File: src/rtl/tmr_inj_sched_if.sv
`timescale 1ns/1ps
`default_nettype none
// ============================================================================
// Module   : tmr_inj_sched_if
// Brief    : Control/status bundle between a campaign host and tmr_inj_sched.
// Revision : 1.0
// ============================================================================
interface tmr_inj_sched_if #(
  parameter int LEN_W  = 8,
  parameter int NWIN_W = 4,
  parameter int CNT_W  = 8
);
  logic              start;
  logic              abort;
  logic [LEN_W-1:0]  win_len;
  logic [LEN_W-1:0]  gap_len;
  logic [NWIN_W-1:0] n_win;
  logic              err_det;

  logic              inj_en;
  logic              busy;
  logic              done;
  logic [NWIN_W-1:0] win_idx;
  logic [CNT_W-1:0]  det_cnt;
  logic [CNT_W-1:0]  miss_cnt;

  modport master (
    output start, abort, win_len, gap_len, n_win, err_det,
    input  inj_en, busy, done, win_idx, det_cnt, miss_cnt
  );

  modport slave (
    input  start, abort, win_len, gap_len, n_win, err_det,
    output inj_en, busy, done, win_idx, det_cnt, miss_cnt
  );
endinterface
`default_nettype wire

File: src/rtl/tmr_inj_sched.sv
`timescale 1ns/1ps
`default_nettype none
// ============================================================================
// Module   : tmr_inj_sched
// Brief    : Injection-window campaign scheduler; classifies each window as
//            detected or missed from the TMR voter mismatch flag.
// Revision : 1.0
// ============================================================================
module tmr_inj_sched #(
  parameter int LEN_W  = 8,
  parameter int NWIN_W = 4,
  parameter int CNT_W  = 8
) (
  input  wire logic        clk,
  input  wire logic        rst,
  tmr_inj_sched_if.slave   bus
);

  typedef enum logic [1:0] {
    ST_IDLE   = 2'd0,
    ST_GAP    = 2'd1,
    ST_INJECT = 2'd2,
    ST_DONE   = 2'd3
  } state_t;

  localparam logic [CNT_W-1:0] c_cnt_max = {CNT_W{1'b1}};
  localparam logic [LEN_W-1:0] c_len_one = LEN_W'(1);

  state_t            r_state;
  logic [LEN_W-1:0]  r_cnt;
  logic [LEN_W-1:0]  r_win_len;
  logic [LEN_W-1:0]  r_gap_len;
  logic [NWIN_W-1:0] r_n_win;
  logic              r_det_flag;
  logic [NWIN_W-1:0] r_win_idx;
  logic [CNT_W-1:0]  r_det_cnt;
  logic [CNT_W-1:0]  r_miss_cnt;
  logic              r_inj_en;
  logic              r_busy;
  logic              r_done;

  state_t            w_state_nxt;
  logic [LEN_W-1:0]  w_cnt_nxt;
  logic [LEN_W-1:0]  w_win_len_nxt;
  logic [LEN_W-1:0]  w_gap_len_nxt;
  logic [NWIN_W-1:0] w_n_win_nxt;
  logic              w_det_flag_nxt;
  logic [NWIN_W-1:0] w_win_idx_nxt;
  logic [CNT_W-1:0]  w_det_cnt_nxt;
  logic [CNT_W-1:0]  w_miss_cnt_nxt;

  logic              w_last;
  logic              w_hit;
  logic              w_last_win;
  logic [LEN_W-1:0]  w_gap_load_new;
  logic [LEN_W-1:0]  w_gap_load;
  logic [LEN_W-1:0]  w_win_load;
  logic [CNT_W-1:0]  w_det_inc;
  logic [CNT_W-1:0]  w_miss_inc;

  // Zero-length fields behave as one cycle so every phase is always visible.
  assign w_gap_load_new = (bus.gap_len == '0) ? c_len_one : bus.gap_len;
  assign w_gap_load     = (r_gap_len == '0)   ? c_len_one : r_gap_len;
  assign w_win_load     = (r_win_len == '0)   ? c_len_one : r_win_len;

  assign w_last     = (r_cnt == c_len_one);
  assign w_hit      = r_det_flag | bus.err_det;
  assign w_last_win = (r_win_idx == (r_n_win - NWIN_W'(1)));
  assign w_det_inc  = (r_det_cnt == c_cnt_max)  ? r_det_cnt  : r_det_cnt + CNT_W'(1);
  assign w_miss_inc = (r_miss_cnt == c_cnt_max) ? r_miss_cnt : r_miss_cnt + CNT_W'(1);

  always_comb begin
    w_state_nxt    = r_state;
    w_cnt_nxt      = r_cnt;
    w_win_len_nxt  = r_win_len;
    w_gap_len_nxt  = r_gap_len;
    w_n_win_nxt    = r_n_win;
    w_det_flag_nxt = r_det_flag;
    w_win_idx_nxt  = r_win_idx;
    w_det_cnt_nxt  = r_det_cnt;
    w_miss_cnt_nxt = r_miss_cnt;

    unique case (r_state)
      ST_IDLE: begin
        if (!bus.abort && bus.start) begin
          w_win_len_nxt  = bus.win_len;
          w_gap_len_nxt  = bus.gap_len;
          w_n_win_nxt    = bus.n_win;
          w_win_idx_nxt  = '0;
          w_det_cnt_nxt  = '0;
          w_miss_cnt_nxt = '0;
          if (bus.n_win == '0) begin
            w_state_nxt = ST_DONE;
          end else begin
            w_state_nxt = ST_GAP;
            w_cnt_nxt   = w_gap_load_new;
          end
        end
      end

      ST_GAP: begin
        if (bus.abort) begin
          w_state_nxt = ST_IDLE;
        end else if (w_last) begin
          w_state_nxt    = ST_INJECT;
          w_cnt_nxt      = w_win_load;
          w_det_flag_nxt = 1'b0;
        end else begin
          w_cnt_nxt = r_cnt - c_len_one;
        end
      end

      ST_INJECT: begin
        // An aborted window is dropped without touching either counter.
        if (bus.abort) begin
          w_state_nxt = ST_IDLE;
        end else begin
          w_det_flag_nxt = w_hit;
          if (w_last) begin
            if (w_hit) begin
              w_det_cnt_nxt = w_det_inc;
            end else begin
              w_miss_cnt_nxt = w_miss_inc;
            end
            w_det_flag_nxt = 1'b0;
            if (w_last_win) begin
              w_state_nxt = ST_DONE;
            end else begin
              w_win_idx_nxt = r_win_idx + NWIN_W'(1);
              w_state_nxt   = ST_GAP;
              w_cnt_nxt     = w_gap_load;
            end
          end else begin
            w_cnt_nxt = r_cnt - c_len_one;
          end
        end
      end

      ST_DONE: begin
        w_state_nxt = ST_IDLE;
      end

      default: begin
        w_state_nxt = ST_IDLE;
      end
    endcase
  end

  // Outputs are decoded from the next state so they line up with the state.
  always_ff @(posedge clk or negedge rst) begin
    if (!rst) begin
      r_state    <= ST_IDLE;
      r_cnt      <= '0;
      r_win_len  <= '0;
      r_gap_len  <= '0;
      r_n_win    <= '0;
      r_det_flag <= 1'b0;
      r_win_idx  <= '0;
      r_det_cnt  <= '0;
      r_miss_cnt <= '0;
      r_inj_en   <= 1'b0;
      r_busy     <= 1'b0;
      r_done     <= 1'b0;
    end else begin
      r_state    <= w_state_nxt;
      r_cnt      <= w_cnt_nxt;
      r_win_len  <= w_win_len_nxt;
      r_gap_len  <= w_gap_len_nxt;
      r_n_win    <= w_n_win_nxt;
      r_det_flag <= w_det_flag_nxt;
      r_win_idx  <= w_win_idx_nxt;
      r_det_cnt  <= w_det_cnt_nxt;
      r_miss_cnt <= w_miss_cnt_nxt;
      r_inj_en   <= (w_state_nxt == ST_INJECT);
      r_busy     <= (w_state_nxt == ST_GAP) || (w_state_nxt == ST_INJECT);
      r_done     <= (w_state_nxt == ST_DONE);
    end
  end

  assign bus.inj_en   = r_inj_en;
  assign bus.busy     = r_busy;
  assign bus.done     = r_done;
  assign bus.win_idx  = r_win_idx;
  assign bus.det_cnt  = r_det_cnt;
  assign bus.miss_cnt = r_miss_cnt;

endmodule
`default_nettype wire

File: src/flat_wrapper.sv
// flat-port wrapper written by rule: the top's interface ports become plain ports
module tmr_inj_sched_flat 
#(
  parameter int LEN_W  = 8,
  parameter int NWIN_W = 4,
  parameter int CNT_W  = 8
)
  (clk, rst, bus_start, bus_abort, bus_win_len, bus_gap_len, bus_n_win, bus_err_det, bus_inj_en, bus_busy, bus_done, bus_win_idx, bus_det_cnt, bus_miss_cnt);
  tmr_inj_sched_if #(.LEN_W(LEN_W), .NWIN_W(NWIN_W), .CNT_W(CNT_W)) bus_i ();
  input  wire logic clk;
  input  wire logic rst;
  input wire logic [$bits(bus_i.start)-1:0] bus_start;
  input wire logic [$bits(bus_i.abort)-1:0] bus_abort;
  input wire logic [$bits(bus_i.win_len)-1:0] bus_win_len;
  input wire logic [$bits(bus_i.gap_len)-1:0] bus_gap_len;
  input wire logic [$bits(bus_i.n_win)-1:0] bus_n_win;
  input wire logic [$bits(bus_i.err_det)-1:0] bus_err_det;
  output wire logic [$bits(bus_i.inj_en)-1:0] bus_inj_en;
  output wire logic [$bits(bus_i.busy)-1:0] bus_busy;
  output wire logic [$bits(bus_i.done)-1:0] bus_done;
  output wire logic [$bits(bus_i.win_idx)-1:0] bus_win_idx;
  output wire logic [$bits(bus_i.det_cnt)-1:0] bus_det_cnt;
  output wire logic [$bits(bus_i.miss_cnt)-1:0] bus_miss_cnt;
  assign bus_i.start = bus_start;
  assign bus_i.abort = bus_abort;
  assign bus_i.win_len = bus_win_len;
  assign bus_i.gap_len = bus_gap_len;
  assign bus_i.n_win = bus_n_win;
  assign bus_i.err_det = bus_err_det;
  assign bus_inj_en = bus_i.inj_en;
  assign bus_busy = bus_i.busy;
  assign bus_done = bus_i.done;
  assign bus_win_idx = bus_i.win_idx;
  assign bus_det_cnt = bus_i.det_cnt;
  assign bus_miss_cnt = bus_i.miss_cnt;
  tmr_inj_sched #(.LEN_W(LEN_W), .NWIN_W(NWIN_W), .CNT_W(CNT_W)) u_core (.clk(clk), .rst(rst), .bus(bus_i));
endmodule
File: config.mk
export PLATFORM = sky130hd
export DESIGN_NAME = tmr_inj_sched_flat
export DESIGN_NICKNAME = d
export VERILOG_FILES = /design/src/rtl/tmr_inj_sched_if.sv /design/src/rtl/tmr_inj_sched.sv /design/src/flat_wrapper.sv
export SDC_FILE = /design/constraint.sdc
export NUM_CORES = 1
export LEC_CHECK = 0
export ABC_CLOCK_PERIOD_IN_PS = 2900
export BUFFER_PORTS_ARGS = -buffer_cell sky130_fd_sc_hd__buf_4
export CAP_MARGIN = 10
export CORE_MARGIN = 3
export CORE_UTILIZATION = 58
export CTS_BUF_LIST = sky130_fd_sc_hd__clkbuf_8
export CTS_CLUSTER_SIZE = 30
export DETAILED_ROUTE_END_ITERATION = 8
export GPL_TIMING_DRIVEN = 0
export PLACE_DENSITY = 0.81
export SKIP_CTS_REPAIR_TIMING = 1
export SLEW_MARGIN = 20
export SYNTH_ARGS = -nofsm -noshare
export SYNTH_HDL_FRONTEND = slang
export SYNTH_SLANG_ARGS = --single-unit
File: constraint.sdc
create_clock -name clk -period 2.9 [get_ports clk]
set_input_delay 0 -clock clk [delete_from_list [all_inputs] [get_ports clk]]
set_output_delay 0 -clock clk [all_outputs]
set_load 0.02 [all_outputs]
## Word-level counts from Yosys, hierarchy flattened

Index checks and enable logic that the tools add are counted.

| storage, ports and cells | value |
|---|---|
| bits in latches | 0 |
| flip-flop bits (word level) | 54 |
| output and inout bits | 23 |
| bits in writable memories | 0 |
| logic and storage cells | 97 |
| memory bits (read-only) | 0 |
| memories kept | 0 |
| input port bits | 25 |

| operators by class | value |
|---|---|
| equal/unequal tests | 22 |
| shift-type cells | 0 |
| reductions and logical operators | 17 |
| divide/modulo/power cells | 0 |
| order comparisons | 0 |
| multipliers | 0 |
| $add $sub $neg | 5 |
| bitwise logic cells | 1 |
| muxes and demuxes | 40 |

Operator list:

| kind | count |
|---|---|
| $mux 8 | 19 |
| $pmux 8 s2 | 2 |
| $logic_not 8->1 | 3 |
| $pmux 8 s3 | 1 |
| $reduce_and 6->1 | 3 |
| $add 8x1->8 const B | 2 |
| $eq 8x8->1 const B | 2 |
| $mux 4 | 4 |
| $mux 2 | 7 |
| $ne 2x2->1 const B | 7 |
| $eq 2x2->1 const B | 4 |
| $eq 8x1->1 const B | 1 |
| $ne 2x1->1 const B | 4 |
| $pmux 2 s4 | 1 |
| $pmux 4 s2 | 1 |
| $sub 8x1->8 const B | 1 |
| $reduce_and 5->1 | 1 |
| $add 4x1->4 const B | 1 |
| $eq 2x1->1 const B | 2 |
| $eq 4x4->1 | 1 |
| $logic_not 4->1 | 1 |
| $mux 1 | 4 |
| $reduce_and 4->1 | 1 |
| $reduce_bool 2->1 | 2 |
| other kinds (10) | 10 |

## Longest topological paths before layout

| depth | value |
|---|---|
| depth in word-level cells | 8 |
| mapped depth | 10 |
| mapped depth without buffers | 8 |

## Worst setup path after synthesis

No wires, ideal clock.

| timing | value |
|---|---|
| path type | flip-flop to flip-flop |
| from | reg u_core.r_cnt[4] |
| to | reg u_core.r_busy, in the netlist u_core.bus.busy |
| cell stages (with the launch flop) | 9 |
| path slack | 574 ps |
| setup time | 126 ps |
| period minus slack after synthesis | 2,326 ps |
| buffers on the path | 2 |
| arrival time | 2,200 ps |
| data required time | 2,774 ps |
| path through | dfrtp_1 or4_1 buf_6 nor2_2 buf_2 o21ai_0 a211oi_1 a211oi_1 ha_1 |

| between the ends | value |
|---|---|
| word-level cells in the longest chain between the ends | 6 |
| elaborated cells between the ends (all ways) | 9 |
| classes of those cells | eq/ne (3); mux (5); reduce/logical (1) |

Ends and longest elaborated chain:

| what | RTL line | text |
|---|---|---|
| start: declaration | tmr_inj_sched.sv:30 | `logic [LEN_W-1:0] r_cnt;` |
| start signal: assignment | tmr_inj_sched.sv:166 | `r_cnt <= w_cnt_nxt;` |
| $eq 8x1->1 (*) | tmr_inj_sched.sv:66 | `assign w_last = (r_cnt == c_len_one);` |
| $mux 2, on equally long branches | tmr_inj_sched.sv:119, tmr_inj_sched.sv:104 |  |
| $mux 2, on equally long branches | tmr_inj_sched.sv:115, tmr_inj_sched.sv:102 |  |
| $pmux 2 s4 (*) | tmr_inj_sched.sv:83 | `unique case (r_state)` |
| $eq 2x1->1 or $eq 2x2->1 (tied branches) | tmr_inj_sched.sv:175 | `r_busy <= (w_state_nxt == ST_GAP) \|\| (w_state_nxt == ST_INJECT);` |
| $logic_or 1x1->1 (*) | tmr_inj_sched.sv:175 |  |
| end signal: assignment | tmr_inj_sched.sv:175 |  |
| end: declaration | tmr_inj_sched.sv:39 | `logic r_busy;` |

Mark *: on every way between the ends. The rest lies on a longest branch, timed or not.
A chain may end at the register's enable or synchronous reset.

## Final worst setup path

| timing | value |
|---|---|
| from | reg u_core.r_cnt[1] |
| to | reg u_core.r_busy, in the netlist u_core.bus.busy |

Same word-level chain as after synthesis.

==> results.md <==
* Run status: finished clean
* Nets in the synthesized netlist at 346
* CP Launch Type: flop
* Drt total wl at 7.87 mm
* Part of the Yosys area used for sequential elements at 42.8%
* Commonest non-fill, non-tap cell in the layout: dfrtp_1
* Data required time at the worst endpoint at 3.11 ns
* Final ANT Viol Nets at 0
* Synthesized area per cell at 10.2 sq um
* Post-route setup slack at 0.209 ns
* Power, Total at 0.00336 W
* Fraction of layout instances using a drive strength above 1 at 22.8%
* Unrepaired setup endpoints after global routing: false
* CTS root buf: clkbuf_8
* Setup violators final at 0
* TritonCTS Sinks at 54
* Clock latency on the worst-skew pair at 0.32 ns
* I/O Buffers at 47
* Maximum number of pins on one net before global-route repair at 55
* First-pass GRT wire length at 12.7 mm
* WL/cell at 17.3 microns
* Worst Setup Path Type: flop to flop
* GR Util All Layers at 25.5%
* Gate Count Post-Synth at 310
* Crit-path max FO at 10
* Worst hold-check path type: input port to flop
* Crit path buffers/inverters at 3
* GRT Residual Overflow at 0
* DR iter-0 viols at 230
* Top flip-flop cell by instance count after synthesis: dfrtp_1
* Initial antenna violation count at 0
* Commonest cells after routing, fill and taps aside: 54 x dfrtp_1, 47 x buf_4, 23 x mux2_2, 21 x dlygate4sd3_1, 18 x o21ai_0
* Synth async-reset ratio at 100%
* Count of vias placed by the detailed router at 2856
* Total iterations of the first detailed-routing run at 5
* Post-route setup TNS at 0 ns
* Starting utilization of the core area at 61.0%
* Peak supply drop at 0.487 mV
* Power per Cell Area at 861 nW/um^2
* Time the worst path needs with I/O delays and setup at 2.69 ns
* Critical path's largest stage delay at 0.41 ns
* Relative slew margins at 54.4%
* Antenna diode count at 0
* Leakage at 1.75 nW
* Die span in x at 79.8 microns
* Crit-path slowest cell: dfrtp_1
* Number of vias per cell after detailed routing at 6.26
* Area of the mapped netlist at 3160 sq um
* Count of distinct cell types in the synthesized netlist at 55
* Area of placed instances at 3600 sq um
* Slew @ Worst Pin at 0.675 ns
* EDFF count, synth at 0
* Clock Skews at 0.00331 ns
* Total number of nets in the final design at 421
* Depth of the CTS H-tree at 2
* Max-cap check violation count at 0
* Area of all placed cells without fillers at 3900 sq um
* Data arrival time of the critical path at 2.90 ns
* DP Wirelength at 5.45 mm
* Post-route clock period utilization at 92.8%
* CTS tree: yes
* Family with the most delay on the worst path: compound AO/OA/AOI/OAI gates
* P&R area growth vs syn at 23.6%
* F_max at 372 MHz
* Via count of the first global-routing pass at 2614
* Number of buffers created by CTS at 5
* Final Slew Violations at 0
* Critical Path Sink Type: flop
* DRC errors left at 0
* CP Cell Sequence: inv_1 > ha_1 > or3b_1 > buf_6 > nor2_2 > buf_2 > o21ai_0 > a211oi_1 > a211oi_1 > ha_1
* Last weighted congestion value of the routability-driven placer at 0.887
* Deepest clock path buffer count at 2
* Die Ht at 79.8 microns
* Warnings from Yosys at 0
* Final hold violation count at 0
* Clock-pin slew of the registers on the worst-case setup and hold paths at 0.10 ns
* Placeable core region at 5170 sq um
* Pre-CTS WS at 0.289 ns
* Area of the die at 6360 sq um
* Core Rows at 26
* Ports placed on the boundary at 48
* #FFs+latches synth at 54
* Post-route core utilization at 75.4%
[power by group]
part	internal [W]	switching, W
sequential	0.00101	0.000258
combinational	0.000715	0.000940
clock	0.000175	0.000266
[synth_stat cells (5+ instances only)]
cell	n	share of area, %
nand2_1	16	1.9
ha_1	11	4.4
a21oi_1	11	1.7
o21ai_0	18	2.9
a211oi_1	6	1.4
a221oi_1	5	1.4
mux2i_1	5	1.6
nand4_1	7	1.4
inv_1	12	1.4
nor2_1	15	1.8
a21o_1	8	1.9
clkbuf_1	6	0.71
nand3_1	13	2.1
or4_1	8	1.9
nand2b_1	5	0.99
xnor2_1	5	1.4
nor3_1	8	1.3
dfrtp_1	54	43
nor4_1	8	1.6
mux2_2	23	8.2
o31ai_1	15	3.6
[registers in the layout, summed over array words and instances (netlist names)]
signal / cells
u_core.r_n_win: 4
u_core.bus.win_idx: 4
u_core.r_cnt: 8
u_core.bus.miss_cnt: 8
u_core.r_gap_len: 8
u_core.r_state: 2
u_core.r_det_flag: 1
u_core.bus.det_cnt: 8
u_core.bus.done: 1
u_core.bus.inj_en: 1
u_core.r_win_len: 8
u_core.bus.busy: 1
[worst min-delay path: stages]
cell      delay [ns]
buf_4           0.11
nand2_1         0.05
o21ai_0         0.09
a211oi_1        0.08
[metrics by stage]
step	hold WS (ns)	instances
after floorplan	-0.296	310
after global placement	0.0815	427
after detailed placement	0.0845	427
after CTS	-0.262	435
after global routing	0.0762	456
final	0.0502	456
[worst paths after layout]
kind / to / slack [ns] / from / cells after the start
setup / recovery: u_core.bus.busy / 0.21 / u_core.r_cnt[1] / 10
hold / removal: u_core.r_state[1] / 0.05 / bus_start / 4
setup reg to reg: u_core.bus.busy / 0.21 / u_core.r_cnt[1] / 10
hold reg to reg: u_core.r_gap_len[0] / 0.53 / u_core.r_gap_len[0] / 1
max in group asynchronous: u_core.r_gap_len[5] / 2.20 / rst / 2
min in group asynchronous: u_core.bus.det_cnt[3] / 0.25 / rst / 2
[kinds of logic (layout without fill, tap and decap cells)]
logic type,count (synthesis),in the layout,share of synthesized area (%)
adders and majority gates,11,11,4.36
DFF,54,54,42.8
and+or+nand+nor,96,96,16.9
muxes,28,28,9.79
AOI/OAI and AO/OA,86,86,19.6
buffers and inverters,26,102,3.65
xor gates and xnor gates,9,9,2.93
[cell type report]
class	instances	area, sq um
Clock buffer	5	68.8
Tap cell	70	87.6
Multi-Input combinational cell	230	1690
Sequential cell	54	1350
Clock inverter	3	25.0
Fill cell	361	1270
Timing Repair Buffer	68	563
Buffer	13	66.3
Inverter	13	48.8
[metal layers]
layer,up-vias,track usage (%),part of all wire [%]
met5,-,0,0
met4,0,7.60,2.1
met3,20,4.51,7.4
met2,144,39.0,46
met1,1357,37.1,44
li1,1335,-,-
Power figures use the tool's default switching activity.
